`src/rtl/miriscv_axil_pkg.sv`:
```
// ---------------------------------------------------------------------------
// miriscv_axil_pkg
// Types and constants for the LSU to AXI4-Lite bridge.
//   axil_state_e   : bridge FSM states
//   AXI_RESP_*     : AXI response encodings
//   axil_resp_err  : maps a BRESP/RRESP code to the LSU error flag
// ---------------------------------------------------------------------------
package miriscv_axil_pkg;

    // IDLE     : waiting for an LSU request
    // WR       : AW and/or W still outstanding
    // WAIT_B   : both write channels done, waiting for the write response
    // RD_A     : AR outstanding
    // WAIT_R   : waiting for read data
    // RESP     : one-cycle completion pulse back to the LSU
    typedef enum logic [2:0] {
        ST_IDLE   = 3'd0,
        ST_WR     = 3'd1,
        ST_WAIT_B = 3'd2,
        ST_RD_A   = 3'd3,
        ST_WAIT_R = 3'd4,
        ST_RESP   = 3'd5
    } axil_state_e;

    localparam logic [1:0] AXI_RESP_OKAY   = 2'b00;
    localparam logic [1:0] AXI_RESP_SLVERR = 2'b10;
    localparam logic [1:0] AXI_RESP_DECERR = 2'b11;

    // Anything other than OKAY is an error; EXOKAY (2'b01) has no meaning on
    // AXI4-Lite and is reported as an error as well.
    function automatic logic axil_resp_err(input logic [1:0] resp);
        logic is_err;
        case (resp)
            AXI_RESP_OKAY:   is_err = 1'b0;
            AXI_RESP_SLVERR,
            AXI_RESP_DECERR: is_err = 1'b1;
            default:         is_err = 1'b1;
        endcase
        return is_err;
    endfunction

endpackage : miriscv_axil_pkg

```
`src/rtl/miriscv_pkg.sv`:
```
// ---------------------------------------------------------------------------
// miriscv_pkg
// Core-wide constants shared by the miriscv pipeline and its bus bridges.
//   XLEN : architectural register / data / address width in bits.
// ---------------------------------------------------------------------------
package miriscv_pkg;

    localparam int XLEN = 32;

endpackage : miriscv_pkg

```
`src/rtl/miriscv_lsu_axil_bridge.sv`:
```
// ---------------------------------------------------------------------------
// miriscv_lsu_axil_bridge
// Converts single LSU data requests into AXI4-Lite transactions, one at a
// time. A request is captured in IDLE, issued on AW+W (store) or AR (load),
// and completed by a single data_rvalid_o pulse carrying the error flag and,
// for loads, the read data.
//
// Parameters
//   AXI_PROT      : value driven on m_awprot / m_arprot
// Ports
//   clk_i, arstn_i            : clock, asynchronous active-low reset
//   data_req_i/we/be/addr/wdata : LSU request (sampled only in IDLE)
//   data_rvalid_o/rdata_o/err_o : LSU completion (pulse, data, error)
//   m_aw*, m_w*, m_b*          : AXI4-Lite write channels
//   m_ar*, m_r*                : AXI4-Lite read channels
// ---------------------------------------------------------------------------
module miriscv_lsu_axil_bridge
    import miriscv_pkg::*, miriscv_axil_pkg::*;
#(
    parameter logic [2:0] AXI_PROT = 3'b000
) (
    input  logic                clk_i,
    input  logic                arstn_i,

    input  logic                data_req_i,
    input  logic                data_we_i,
    input  logic [XLEN/8-1:0]   data_be_i,
    input  logic [XLEN-1:0]     data_addr_i,
    input  logic [XLEN-1:0]     data_wdata_i,
    output logic                data_rvalid_o,
    output logic [XLEN-1:0]     data_rdata_o,
    output logic                data_err_o,

    output logic                m_awvalid,
    input  logic                m_awready,
    output logic [XLEN-1:0]     m_awaddr,
    output logic [2:0]          m_awprot,

    output logic                m_wvalid,
    input  logic                m_wready,
    output logic [XLEN-1:0]     m_wdata,
    output logic [XLEN/8-1:0]   m_wstrb,

    input  logic                m_bvalid,
    output logic                m_bready,
    input  logic [1:0]          m_bresp,

    output logic                m_arvalid,
    input  logic                m_arready,
    output logic [XLEN-1:0]     m_araddr,
    output logic [2:0]          m_arprot,

    input  logic                m_rvalid,
    output logic                m_rready,
    input  logic [XLEN-1:0]     m_rdata,
    input  logic [1:0]          m_rresp
);

    localparam int STRB_W = XLEN / 8;

    // Word-aligns the captured address; the byte offset lives in the strobes.
    localparam logic [XLEN-1:0] ADDR_WORD_MASK = {{(XLEN-2){1'b1}}, 2'b00};

    axil_state_e        state_q, state_d;

    logic               we_q, we_d;
    logic [STRB_W-1:0]  be_q, be_d;
    logic [XLEN-1:0]    addr_q, addr_d;
    logic [XLEN-1:0]    wdata_q, wdata_d;
    logic               aw_done_q, aw_done_d;
    logic               w_done_q, w_done_d;
    logic               err_q, err_d;
    logic [XLEN-1:0]    rdata_q, rdata_d;

    logic               awvalid_q, awvalid_d;
    logic               wvalid_q, wvalid_d;
    logic               arvalid_q, arvalid_d;
    logic               bready_q, bready_d;
    logic               rready_q, rready_d;
    logic               rvalid_q, rvalid_d;

    logic               aw_hs;
    logic               w_hs;
    logic               ar_hs;
    logic               resp_hs;
    logic [1:0]         resp_code;

    assign aw_hs     = awvalid_q & m_awready;
    assign w_hs      = wvalid_q  & m_wready;
    assign ar_hs     = arvalid_q & m_arready;

    // bready/rready are mutually exclusive, so one response event and the
    // captured direction are enough to pick the right response code.
    assign resp_hs   = (bready_q & m_bvalid) | (rready_q & m_rvalid);
    assign resp_code = we_q ? m_bresp : m_rresp;

    // State and datapath registers. Reset clears everything, which abandons
    // any transaction in flight without a completion pulse.
    always_ff @(posedge clk_i or negedge arstn_i) begin
        if (!arstn_i) begin
            state_q   <= ST_IDLE;
            we_q      <= 1'b0;
            be_q      <= '0;
            addr_q    <= '0;
            wdata_q   <= '0;
            aw_done_q <= 1'b0;
            w_done_q  <= 1'b0;
            err_q     <= 1'b0;
            rdata_q   <= '0;
            awvalid_q <= 1'b0;
            wvalid_q  <= 1'b0;
            arvalid_q <= 1'b0;
            bready_q  <= 1'b0;
            rready_q  <= 1'b0;
            rvalid_q  <= 1'b0;
        end else begin
            state_q   <= state_d;
            we_q      <= we_d;
            be_q      <= be_d;
            addr_q    <= addr_d;
            wdata_q   <= wdata_d;
            aw_done_q <= aw_done_d;
            w_done_q  <= w_done_d;
            err_q     <= err_d;
            rdata_q   <= rdata_d;
            awvalid_q <= awvalid_d;
            wvalid_q  <= wvalid_d;
            arvalid_q <= arvalid_d;
            bready_q  <= bready_d;
            rready_q  <= rready_d;
            rvalid_q  <= rvalid_d;
        end
    end

    // Next-state and datapath capture. data_req_i is only looked at in IDLE,
    // so a request dropped after capture (pipeline kill) still completes.
    always_comb begin
        state_d   = state_q;
        we_d      = we_q;
        be_d      = be_q;
        addr_d    = addr_q;
        wdata_d   = wdata_q;
        aw_done_d = aw_done_q;
        w_done_d  = w_done_q;
        err_d     = err_q;
        rdata_d   = rdata_q;

        case (state_q)
            ST_IDLE: begin
                if (data_req_i) begin
                    we_d      = data_we_i;
                    be_d      = data_be_i;
                    addr_d    = data_addr_i & ADDR_WORD_MASK;
                    wdata_d   = data_wdata_i;
                    aw_done_d = 1'b0;
                    w_done_d  = 1'b0;
                    err_d     = 1'b0;
                    state_d   = data_we_i ? ST_WR : ST_RD_A;
                end
            end

            ST_WR: begin
                if (aw_hs) begin
                    aw_done_d = 1'b1;
                end
                if (w_hs) begin
                    w_done_d = 1'b1;
                end
                if (aw_done_d && w_done_d) begin
                    state_d = ST_WAIT_B;
                end
            end

            ST_WAIT_B: begin
                if (resp_hs) begin
                    err_d   = axil_resp_err(resp_code);
                    state_d = ST_RESP;
                end
            end

            ST_RD_A: begin
                if (ar_hs) begin
                    state_d = ST_WAIT_R;
                end
            end

            ST_WAIT_R: begin
                if (resp_hs) begin
                    err_d   = axil_resp_err(resp_code);
                    rdata_d = m_rdata;
                    state_d = ST_RESP;
                end
            end

            ST_RESP: begin
                err_d   = 1'b0;
                state_d = ST_IDLE;
            end

            default: begin
                state_d = ST_IDLE;
            end
        endcase
    end

    // Output decode. Decoding the *next* state and registering the result
    // keeps every AXI valid/ready a plain flop output. A valid only falls
    // once its own done flag is set, i.e. after its handshake.
    always_comb begin
        awvalid_d = (state_d == ST_WR) && !aw_done_d;
        wvalid_d  = (state_d == ST_WR) && !w_done_d;
        arvalid_d = (state_d == ST_RD_A);
        bready_d  = (state_d == ST_WAIT_B);
        rready_d  = (state_d == ST_WAIT_R);
        rvalid_d  = (state_d == ST_RESP);
    end

    assign m_awvalid     = awvalid_q;
    assign m_awaddr      = addr_q;
    assign m_awprot      = AXI_PROT;

    assign m_wvalid      = wvalid_q;
    assign m_wdata       = wdata_q;
    assign m_wstrb       = be_q;

    assign m_bready      = bready_q;

    assign m_arvalid     = arvalid_q;
    assign m_araddr      = addr_q;
    assign m_arprot      = AXI_PROT;

    assign m_rready      = rready_q;

    assign data_rvalid_o = rvalid_q;
    assign data_rdata_o  = rdata_q;
    assign data_err_o    = err_q;

endmodule : miriscv_lsu_axil_bridge
```
`config.mk`:
```
export PLATFORM = sky130hd
export DESIGN_NAME = miriscv_lsu_axil_bridge
export DESIGN_NICKNAME = d
export VERILOG_FILES = /design/src/rtl/miriscv_axil_pkg.sv /design/src/rtl/miriscv_pkg.sv /design/src/rtl/miriscv_lsu_axil_bridge.sv
export SDC_FILE = /design/constraint.sdc
export NUM_CORES = 1
export LEC_CHECK = 0
export ABC_AREA = 1
export ABC_CLOCK_PERIOD_IN_PS = 4150
export CAP_MARGIN = 0
export CORE_ASPECT_RATIO = 1.5
export CORE_UTILIZATION = 42
export DETAILED_ROUTE_END_ITERATION = 10
export HOLD_SLACK_MARGIN = 0.02
export PLACE_DENSITY = 0.95
export SKIP_LAST_GASP = 1
export SLEW_MARGIN = 20
export SYNTH_ARGS = -nofsm -noshare
export SYNTH_HDL_FRONTEND = slang
export SYNTH_SLANG_ARGS = --single-unit
```
`constraint.sdc`:
```
create_clock -name clk_i -period 4.15 [get_ports clk_i]
set_input_delay 0.83 -clock clk_i [delete_from_list [all_inputs] [get_ports clk_i]]
set_output_delay 0.83 -clock clk_i [all_outputs]
set_load 0.05 [all_outputs]
```
== Yosys cells after proc, flatten, opt, wreduce, memory -nomap -nowiden ==
Cells that the tools add are included.
Cells by class
  bitwise gates (word level): 6
  reductions and logical operators: 12
  mux-type cells: 19
  equal/unequal tests: 12
Operators with widths (number)
  3-bit by 2-bit == test with 1-bit output, second input constant: 4
  3-bit == test, second input constant: 4
  3-bit two-way mux: 4
  3-bit one-hot mux with 4 select lines: 1
  1-bit two-way mux: 9
  3-bit by 1-bit == test with 1-bit output, second input constant: 2
  1-bit AND: 5
  2-bit two-way mux: 2
  1-bit one-hot mux with 2 select lines: 2
  2-bit AND reduction: 2
  1-bit logical AND: 3
  3-bit zero test: 1
  1-bit one-hot mux with 3 select lines: 1
  3-bit AND reduction: 1
  3-bit nonzero test: 1
  1-bit zero test: 2
  2-bit zero test: 1
  2-bit by 1-bit inequality test with 1-bit output, second input constant: 1
  2-bit inequality test, second input constant: 1
  2-bit OR reduction: 1
  1-bit OR: 1
Storage, ports and cells
  input port bits: 113
  register bits after elaboration: 111
  logic and storage cells: 64

== Depth between registers and ports, before layout ==
Gate-level depths: netlist of run 1.
  depth in word-level cells: 8
  gate-level depth with buffers: 8
  gate-level depth less buffers: 8

== Least setup slack after synthesis of run 1 ==
Ideal clock, no wire load.
  path kind: input port to flip-flop
  start: input m_bvalid
  end: register rdata_q[0], in the netlist data_rdata_o[0]
  required time: 4025 ps
  setup slack: 2357 ps
  cell stages on the path: 5
  arrival time: 1668 ps
  path through: nand2_1 > nand2_1 > nand3_1 > buf_2 > mux2_2
On the way
  cells in the longest elaborated chain, start to end: 3
Ends and longest elaborated chain
  start, declared: line miriscv_lsu_axil_bridge.sv:44  | input logic m_bvalid,
  1-bit AND: line miriscv_lsu_axil_bridge.sv:94  | assign resp_hs = (bready_q & m_bvalid) | (rready_q & m_rvalid);
  1-bit OR: line miriscv_lsu_axil_bridge.sv:94
  2-bit AND reduction (no source line)
  end signal, assigned: line miriscv_lsu_axil_bridge.sv:125  | rdata_q <= rdata_d;
  end, declared: line miriscv_lsu_axil_bridge.sv:73  | logic [XLEN-1:0] rdata_q, rdata_d;
Every way passes these cells.
A chain may end at the register's enable or synchronous reset.

== Worst setup path in the final report of run 1 ==
  start: input data_req_i
  end: register addr_q[29], in the netlist m_araddr[29]
On the way
  cells in the longest elaborated chain, start to end: 1
Ends and longest elaborated chain
  start, declared: line miriscv_lsu_axil_bridge.sv:25  | input logic data_req_i,
  2-bit AND reduction (no source line)
  end signal, assigned: line miriscv_lsu_axil_bridge.sv:120  | addr_q <= addr_d;
  end, declared: line miriscv_lsu_axil_bridge.sv:68  | logic [XLEN-1:0] addr_q, addr_d;
Every way passes these cells.

==> results of run 1 <==
-- how the worst max path moves through the flow --
| stage | startpoint | end | slack (ns) | depth (start not counted) |
|---|---|---|---|---|
| finish | data_req_i | m_araddr[29]$_DFFE_PN0P_ | 1.58 | 4 |
| detailed placement | data_req_i | m_araddr[29]$_DFFE_PN0P_ | 1.23 | 4 |
| CTS | data_req_i | m_araddr[29]$_DFFE_PN0P_ | 1.58 | 4 |
| global placement | data_req_i | m_araddr[26]$_DFFE_PN0P_ | 1.26 | 4 |
| global route | data_req_i | m_araddr[26]$_DFFE_PN0P_ | 1.51 | 4 |
| floorplan | m_bvalid | data_rdata_o[0]$_DFFE_PN0P_ | 2.36 | 5 |
-- worst max-delay path: stages --
cell and delay, ns:
clkdlybuf4s50_1 0.53, nand3_2 0.60, buf_4 0.49, mux2_4 0.32
-- layout make-up --
cell class              count  area, um2  share of cell area
inverters                  12       45.0             0.00621
flip-flops and latches    111       2780               0.383
well taps                 144        180              0.0249
clock inverters             3       47.5             0.00656
clock buffers              13        280              0.0387
repair buffers            249       2480               0.343
multi-input cells         165       1440               0.198
-- placed cells by master, fill, tap and decap left out, types with 2 or more instances in the layout --
cell / synthesis / final
clkdlybuf4s50_1: 0 / 244
dfrtp_1: 111 / 111
mux2_2: 90 / 90
nand2_1: 28 / 28
inv_1: 12 / 12
nor2_1: 11 / 11
conb_1: 1 / 10
clkbuf_16: 0 / 9
mux2_4: 8 / 8
o21ai_0: 5 / 5
clkbuf_8: 0 / 4
buf_4: 40 / 4
nand3_1: 3 / 3
nand3_2: 2 / 2
a21boi_0: 2 / 2
-- state kept, by name (all words and copies together), names as in the netlist, 3 cells and up --
name / flops
data_rdata_o: 32
m_wdata: 32
m_araddr: 30
m_wstrb: 4
state_q: 3
-- layer usage --
| metal | routed length (um) | part of all wire | track usage |
|---|---|---|---|
| met1 | 3790 | 0.32 | 0.200 |
| met2 | 6760 | 0.57 | 0.403 |
| met3 | 923 | 0.078 | 0.0626 |
| met4 | 424 | 0.036 | 0.0916 |
| met5 | 0 | 0 | 0 |
-- logic make-up after synthesis --
family / after synthesis
flops: 111
compound gates: 9
simple gates: 48
mux: 98
buf+inv: 62
other cells: 1
-- metrics by stage --
stage	setup slack, ns	cell area (um2)
detailed placement	1.23	6920
global route	1.51	7250
floorplan	2.36	4620
CTS	1.58	7250
finish	1.58	7250
global placement	1.26	6920
-- report_power, final --
group          internal [mW]  total (mW)  switching, mW  leakage, nW
Clock                  0.538       0.910          0.372        0.162
Sequential              1.50        1.77          0.274         1.39
Combinational           1.41        3.96           2.55         1.70
Total                   3.45        6.65           3.20         3.26
==> impl_metrics.yaml, run 1 <==
yosys:
  netlist_area_mm2: 0.00459
  synth-xor-area-share: 0
  synth_compound_area_frac: 0.0115
  synth_top_area_cell: "dfrtp_1"
  synth_ff_type: "dfrtp_1"
  synth.cells.most_frequent: "dfrtp_1 (111), mux2_2 (90), buf_4 (40)"
  synth-seq-cells: 111
  ys_warn_count: 0
  postSynthCellCount: 329
  synth_area_leaders: "dfrtp_1 (61%), mux2_2 (22%), buf_4 (6.5%), mux2_4 (2.6%), nand2_1 (2.3%)"
  synth_simple_gate_area_frac: 0.0461
  avgSynthCellArea_um2: 13.9
  ys_seq_area_frac: 0.606
  synth_top_area_share: 0.606
  yosysMostFrequentCell: "dfrtp_1"
  synth_fa_ha_area_frac: 0
  synth_top_family_by_area: "multiplexers"
  synthArstFlopShare: 1.00
  synth.distinct_cells: 20
  muxShareOfSynthArea: 0.247
  synth_edf_count: 0
global_routing:
  grt_first_pass_wirelength_mm: 17.8
  grtUsageTotal: 0.209
  grt_max_degree: 92
  first_global_vias: 3565
  grt_overflow: 0
  antenna_found_initial: 0
worst_hold_path:
  min_path_type: "reg -> reg"
  hp-start: "m_wdata[27]$_DFFE_PN0P_"
  whs_path_depth: 1
  holdPathEnd: "m_wdata[27]$_DFFE_PN0P_"
finish:
  area_delta_synth_final_pct: 58.0
  drive_gt1_frac: 0.221
  final_util: 0.685
  post_layout_nonfiller_instances: 697
  diodes: 0
  finalNetCount: 661
  final.fill_count: 766
clocking:
  htreeDepth: 3
  root_buffer: "clkbuf_16"
  postCtsHoldBufs: 0
  cts_tree: "done"
  post_cts.repair.setup_buffers: 0
  post_cts_resized: 0
  clock_path_buffers: 2
  cts_num_sinks: 111
  clk_pin_slew_ns: 0.07
  worstSkewPairLatency_ns: 0.34
  cts_buffers: 9
floorplanning:
  die-height_um: 130
  start_util: 0.433
  dieArea_mm2: 0.0114
  ios: 258
  core_area_mm2: 0.0106
  die_w_um: 87.3
  rows: 46
power_and_ir_drop:
  peakVddDrop_v: 0.000657
  power_density_mw_per_mm2: 917
  power.total_mw: 6.65
  leakage_nw: 3.26
status:
  status: "complete, no violations"
place:
  place_congestion: 0.833
  hpwl_mm: 9.43
  place_inst: 681
  port-buffer-count: 245
timing:
  hold_viol_final: 0
  setup_viol: 0
  worst_pin_slew_ns: 0.812
  hold_slack_ns: 0.504
  fmax_mhz: 390
  skew_ns: 0.00950
  relSlewSlack: 0.459
  fin_crit_ns: 2.57
  slew_viol_final: 0
  rsz0062_at_grt: "no"
  finalSetupTns_ns: 0
  fin_crit_sh: 0.618
routing:
  dr.first_iter.drc_count: 46
  viasPerCell: 4.70
  wire_per_inst_um: 17.1
  drc: 0
  drt-total-wl_mm: 11.9
  vias: 3276
  postRouteAntennaNets: 0
  drtPass1Iterations: 4
critical_path:
  rr_startpoint: "state_q[2]$_DFF_PN0_"
  rrSetupSlack_ns: 1.96
  crit_required_ns: 4.37
  r2r_cells: 4
  cp_max_fo: 29
  start_kind: "primary input"
  arrival_ns: 2.79
  reg2reg_to: "m_araddr[29]$_DFFE_PN0P_"
  endpoint_kind: "register"
  path_class: "in -> reg"
flow_run:
  max_cap_violations: 0
Power figures use the tool's default switching activity.
==> inputs of run 2 (changes only) <==
--- a/config.mk
+++ b/config.mk
@@ -6,13 +6,13 @@
 export NUM_CORES = 1
 export LEC_CHECK = 0
 export ABC_AREA = 1
-export ABC_CLOCK_PERIOD_IN_PS = 4150
+export ABC_CLOCK_PERIOD_IN_PS = 2350
 export CAP_MARGIN = 0
 export CORE_ASPECT_RATIO = 1.5
-export CORE_UTILIZATION = 42
+export CORE_UTILIZATION = 35
 export DETAILED_ROUTE_END_ITERATION = 10
 export HOLD_SLACK_MARGIN = 0.02
-export PLACE_DENSITY = 0.95
+export PLACE_DENSITY = 0.87
 export SKIP_LAST_GASP = 1
 export SLEW_MARGIN = 20
 export SYNTH_ARGS = -nofsm -noshare
==> constraint.sdc (replaced) <==
create_clock -name clk_i -period 2.35 [get_ports clk_i]
set_input_delay 0.47 -clock clk_i [delete_from_list [all_inputs] [get_ports clk_i]]
set_output_delay 0.47 -clock clk_i [all_outputs]
set_load 0.05 [all_outputs]
==> run 2 against run 1 <==
  * Routed wire length decreased by 2.7%
  * Sequential share of layout area decreased by 0.33 points
  * Sequential power increased by 76%
  * Sequential cell count unchanged
  * First-iteration DRC count increased by 61%
  * Total power increased by 76%
  * Core utilization decreased by 11 points
  * Worst hold slack got worse by 0.34 ns
  * Design area increased by 0.86%
  * Critical path depth decreased by 3
  * Clock power increased by 73%
==> impl_metrics.yaml, run 2 (synthesis gave the netlist of run 1 again) <==
status:
  status: "complete, no violations"
floorplanning:
  dieArea_mm2: 0.0136
  ios: 258
  die-height_um: 142
  start_util: 0.363
  rows: 50
  die_w_um: 95.5
  core_area_mm2: 0.0126
routing:
  vias: 3282
  postRouteAntennaNets: 0
  drc: 0
  drtPass1Iterations: 4
  wire_per_inst_um: 16.3
  drt-total-wl_mm: 11.6
  dr.first_iter.drc_count: 74
  viasPerCell: 4.62
clocking:
  clk_pin_slew_ns: 0.07
  post_cts_resized: 0
  postCtsHoldBufs: 0
  htreeDepth: 3
  post_cts.repair.setup_buffers: 0
  worstSkewPairLatency_ns: 0.33
  cts_buffers: 9
  clock_path_buffers: 2
  cts_num_sinks: 111
  cts_tree: "done"
  root_buffer: "clkbuf_16"
critical_path:
  slowest_delay_ns: 0.86
  crit_slowest_cell: "clkdlybuf4s50_1"
  arrival_ns: 1.60
  endpoint_kind: "output pin"
  cp_max_fo: 3
  crit_path_cell_trace: "clkdlybuf4s50_1"
  crit_family: "buffers and inverters"
  crit_required_ns: 1.88
  start_kind: "register"
  path_class: "reg -> out"
  crit_buf_inv: 1
timing:
  slew_viol_final: 0
  worst_pin_slew_ns: 0.684
  fmax_mhz: 483
  rsz0062_at_grt: "no"
  skew_ns: 0.00803
  relSlewSlack: 0.544
  fin_crit_ns: 2.07
  hold_viol_final: 0
  finalSetupTns_ns: 0
  setup_viol: 0
  fin_crit_sh: 0.881
global_routing:
  grt_max_degree: 53
  grt_first_pass_wirelength_mm: 17.9
  grtUsageTotal: 0.173
  grt_overflow: 0
  first_global_vias: 3657
  antenna_found_initial: 0
flow_run:
  max_cap_violations: 0
finish:
  area_delta_synth_final_pct: 59.4
  post_layout_nonfiller_instances: 711
  drive_gt1_frac: 0.222
  final_cell_mix: "clkdlybuf4s50_1 (244), dfrtp_1 (111), mux2_2 (90)"
  layout_commonest_cell: "clkdlybuf4s50_1"
  finalNetCount: 663
  final_area_mm2: 0.00731
  diodes: 0
place:
  port-buffer-count: 245
  place_area_mm2: 0.00701
  place_inst: 695
  hpwl_mm: 9.00
  place_congestion: 0.805
power_and_ir_drop:
  power_density_mw_per_mm2: 1600
  leakage_nw: 3.28
  peakVddDrop_v: 0.00107
worst_hold_path:
  min_path_type: "in -> async"
==> run 2: cell types whose count changed in the layout (fill, tap and decap cells not counted), sizes merged <==
cell and change:
buf +2, clkbuf -2, inv +2
==> run 2: final cells by class <==
class                      count  area, um2
tap                          156        195
sequential                   111       2780
multi-input combinational    165       1440
clock buffer                  11        243
timing repair buffer         251       2540
clock inverter                 5       63.8
inverter                      12       45.0
fill                        1030       5330
==> run 2: per-stage QoR <==
stage	util	power [mW]	hold WS, ns	setup slack (ns)
floorplan	-	8.08	0.174	0.754
global placement	0.554	10.1	0.487	0.472
detailed placement	0.554	10.2	0.491	0.441
CTS	0.579	11.8	0.195	0.255
global route	0.579	12.2	0.215	0.230
finish	0.579	11.7	0.169	0.279
==> run 2: metal layers <==
layer	GRT usage	vias up	part of all wire
li1	-	1493	-
met5	0	-	0
met4	0.0621	0	0.023
met2	0.325	167	0.56
met3	0.0588	24	0.085
met1	0.170	1598	0.33
==> run 2: report_power, final <==
part           total, mW  switching, mW  internal, mW
logic               7.03           4.51          2.52
clock network       1.57          0.695         0.871
registers           3.12          0.476          2.65
==> run 2: worst paths after layout <==
kind	start	end	slack, ns	cells after the start
max in group asynchronous	arstn_i	m_wdata[24]$_DFFE_PN0P_	1.48	2
worst max register to register	state_q[0]$_DFF_PN0_	m_awvalid$_DFF_PN0_	0.86	7
min in group clk_i	m_wdata[12]$_DFFE_PN0P_	m_wdata[12]$_DFFE_PN0P_	0.51	1
worst min register to register	m_wdata[12]$_DFFE_PN0P_	m_wdata[12]$_DFFE_PN0P_	0.51	1
worst max-delay path	m_araddr[26]$_DFFE_PN0P_	m_awaddr[26]	0.28	1
worst min-delay path	arstn_i	m_wdata[25]$_DFFE_PN0P_	0.17	1
==> inputs of run 3 (changes only) <==
--- a/config.mk
+++ b/config.mk
@@ -13,6 +13,7 @@
 export DETAILED_ROUTE_END_ITERATION = 10
 export HOLD_SLACK_MARGIN = 0.02
 export PLACE_DENSITY = 0.87
+export REMOVE_ABC_BUFFERS = 1
 export SKIP_LAST_GASP = 1
 export SLEW_MARGIN = 20
 export SYNTH_ARGS = -nofsm -noshare
==> run 3 against run 2 <==
  * Core utilization is 0.20 points lower
  * Sequential cell count stayed put
  * Global-route usage is 0.39 points lower
  * Total power is 0.69% lower
==> impl_metrics.yaml, run 3 (synthesis gave the netlist of run 1 again) <==
clocking:
  post_cts_resized: 0
  worstSkewPairLatency_ns: 0.34
  postCtsHoldBufs: 0
  clk_pin_slew_ns: 0.07
  htreeDepth: 3
  root_buffer: "clkbuf_16"
  cts_num_sinks: 111
  clock_path_buffers: 2
  cts_tree: "done"
  cts_buffers: 9
  post_cts.repair.setup_buffers: 0
global_routing:
  grt_overflow: 0
  grt_max_degree: 55
  grtUsageTotal: 0.169
  first_global_vias: 3598
  grt_first_pass_wirelength_mm: 17.5
  antenna_found_initial: 0
critical_path:
  crit_family: "buffers and inverters"
  crit_slowest_cell: "clkdlybuf4s50_1"
  path_class: "reg -> out"
  endpoint_kind: "output pin"
  arrival_ns: 1.56
  slowest_delay_ns: 0.83
  start_kind: "register"
  crit_buf_inv: 1
  crit_required_ns: 1.88
  worst-path-stages: 1
  r2r_cells: 8
  cp_max_fo: 3
  crit_path_cell_trace: "clkdlybuf4s50_1"
place:
  port-buffer-count: 245
  place_inst: 697
  hpwl_mm: 8.97
  place_congestion: 0.835
power_and_ir_drop:
  power.total_mw: 11.6
  peakVddDrop_v: 0.00103
  power_density_mw_per_mm2: 1600
  leakage_nw: 3.27
finish:
  layout_commonest_cell: "clkdlybuf4s50_1"
  area_delta_synth_final_pct: 58.9
  finalNetCount: 665
  drive_gt1_frac: 0.224
  final.fill_count: 1015
  diodes: 0
  final_cell_mix: "clkdlybuf4s50_1 (244), dfrtp_1 (111), mux2_2 (90)"
  post_layout_nonfiller_instances: 713
timing:
  hold_slack_ns: 0.0643
  slew_viol_final: 0
  worst_pin_slew_ns: 0.552
  relSlewSlack: 0.631
  fin_crit_ns: 2.03
  skew_ns: 0.0135
  rsz0062_at_grt: "no"
  finalSetupTns_ns: 0
  fmax_mhz: 492
  fin_crit_sh: 0.865
  setup_viol: 0
  hold_viol_final: 0
routing:
  drc: 0
  vias: 3286
  drt-total-wl_mm: 11.4
  postRouteAntennaNets: 0
  dr.first_iter.drc_count: 62
  wire_per_inst_um: 15.9
  viasPerCell: 4.61
  drtPass1Iterations: 4
worst_hold_path:
  min_path_type: "in -> async"
floorplanning:
  core_area_mm2: 0.0126
  dieArea_mm2: 0.0136
  die_w_um: 95.5
  ios: 258
  rows: 50
  start_util: 0.363
  die-height_um: 142
flow_run:
  max_cap_violations: 0
status:
  status: "complete, no violations"
-- run 3: cell types whose count changed in the layout (fill, tap and decap cells not counted), sizes merged --
| cell | previous run | this run |
|---|---|---|
| bufinv | 1 | 0 |
| clkbuf | 11 | 12 |
| buf | 7 | 9 |
-- run 3: metrics by stage --
stage | setup slack, ns | cell area (um2) | utilization
after detailed placement | 0.314 | 7000 | 0.554
final | 0.316 | 7290 | 0.577
after floorplan | 0.0371 | 4260 | -
after global placement | 0.378 | 7000 | 0.554
after CTS | 0.287 | 7290 | 0.577
after global routing | 0.250 | 7290 | 0.577
-- run 3: per-layer routing --
metal / routed length (um) / track usage / up-vias
li1: - / - / 1498
met1: 3910 / 0.178 / 1616
met2: 6330 / 0.309 / 146
met3: 746 / 0.0454 / 26
met4: 371 / 0.0683 / 0
met5: 0 / 0 / -
-- run 3: final timing paths --
kind / startpoint / end / slack, ns
min in group clk_i: data_rdata_o[28]$_DFFE_PN0P_ / data_rdata_o[28]$_DFFE_PN0P_ / 0.50
max in group asynchronous: arstn_i / data_rdata_o[21]$_DFFE_PN0P_ / 1.58
max: m_araddr[30]$_DFFE_PN0P_ / m_araddr[30] / 0.32
min: arstn_i / m_wdata[0]$_DFFE_PN0P_ / 0.06
max reg2reg: state_q[2]$_DFF_PN0_ / m_wvalid$_DFF_PN0_ / 0.74
min reg2reg: data_rdata_o[28]$_DFFE_PN0P_ / data_rdata_o[28]$_DFFE_PN0P_ / 0.50
-- run 3: area by class of cell --
class                      count  area (um2)  share of cell area
clock buffer                  12         256              0.0352
clock inverter                 4        35.0             0.00481
inverter                      12        45.0             0.00618
multi-input combinational    165        1440               0.198
sequential                   111        2780               0.381
tap                          156         195              0.0268
timing repair buffer         253        2530               0.348
-- run 3: power breakdown --
group | switching, mW | internal [mW] | total [mW] | leakage [nW]
logic | 4.53 | 2.52 | 7.05 | 1.73
registers | 0.467 | 2.65 | 3.11 | 1.39
clock network | 0.686 | 0.792 | 1.48 | 0.144
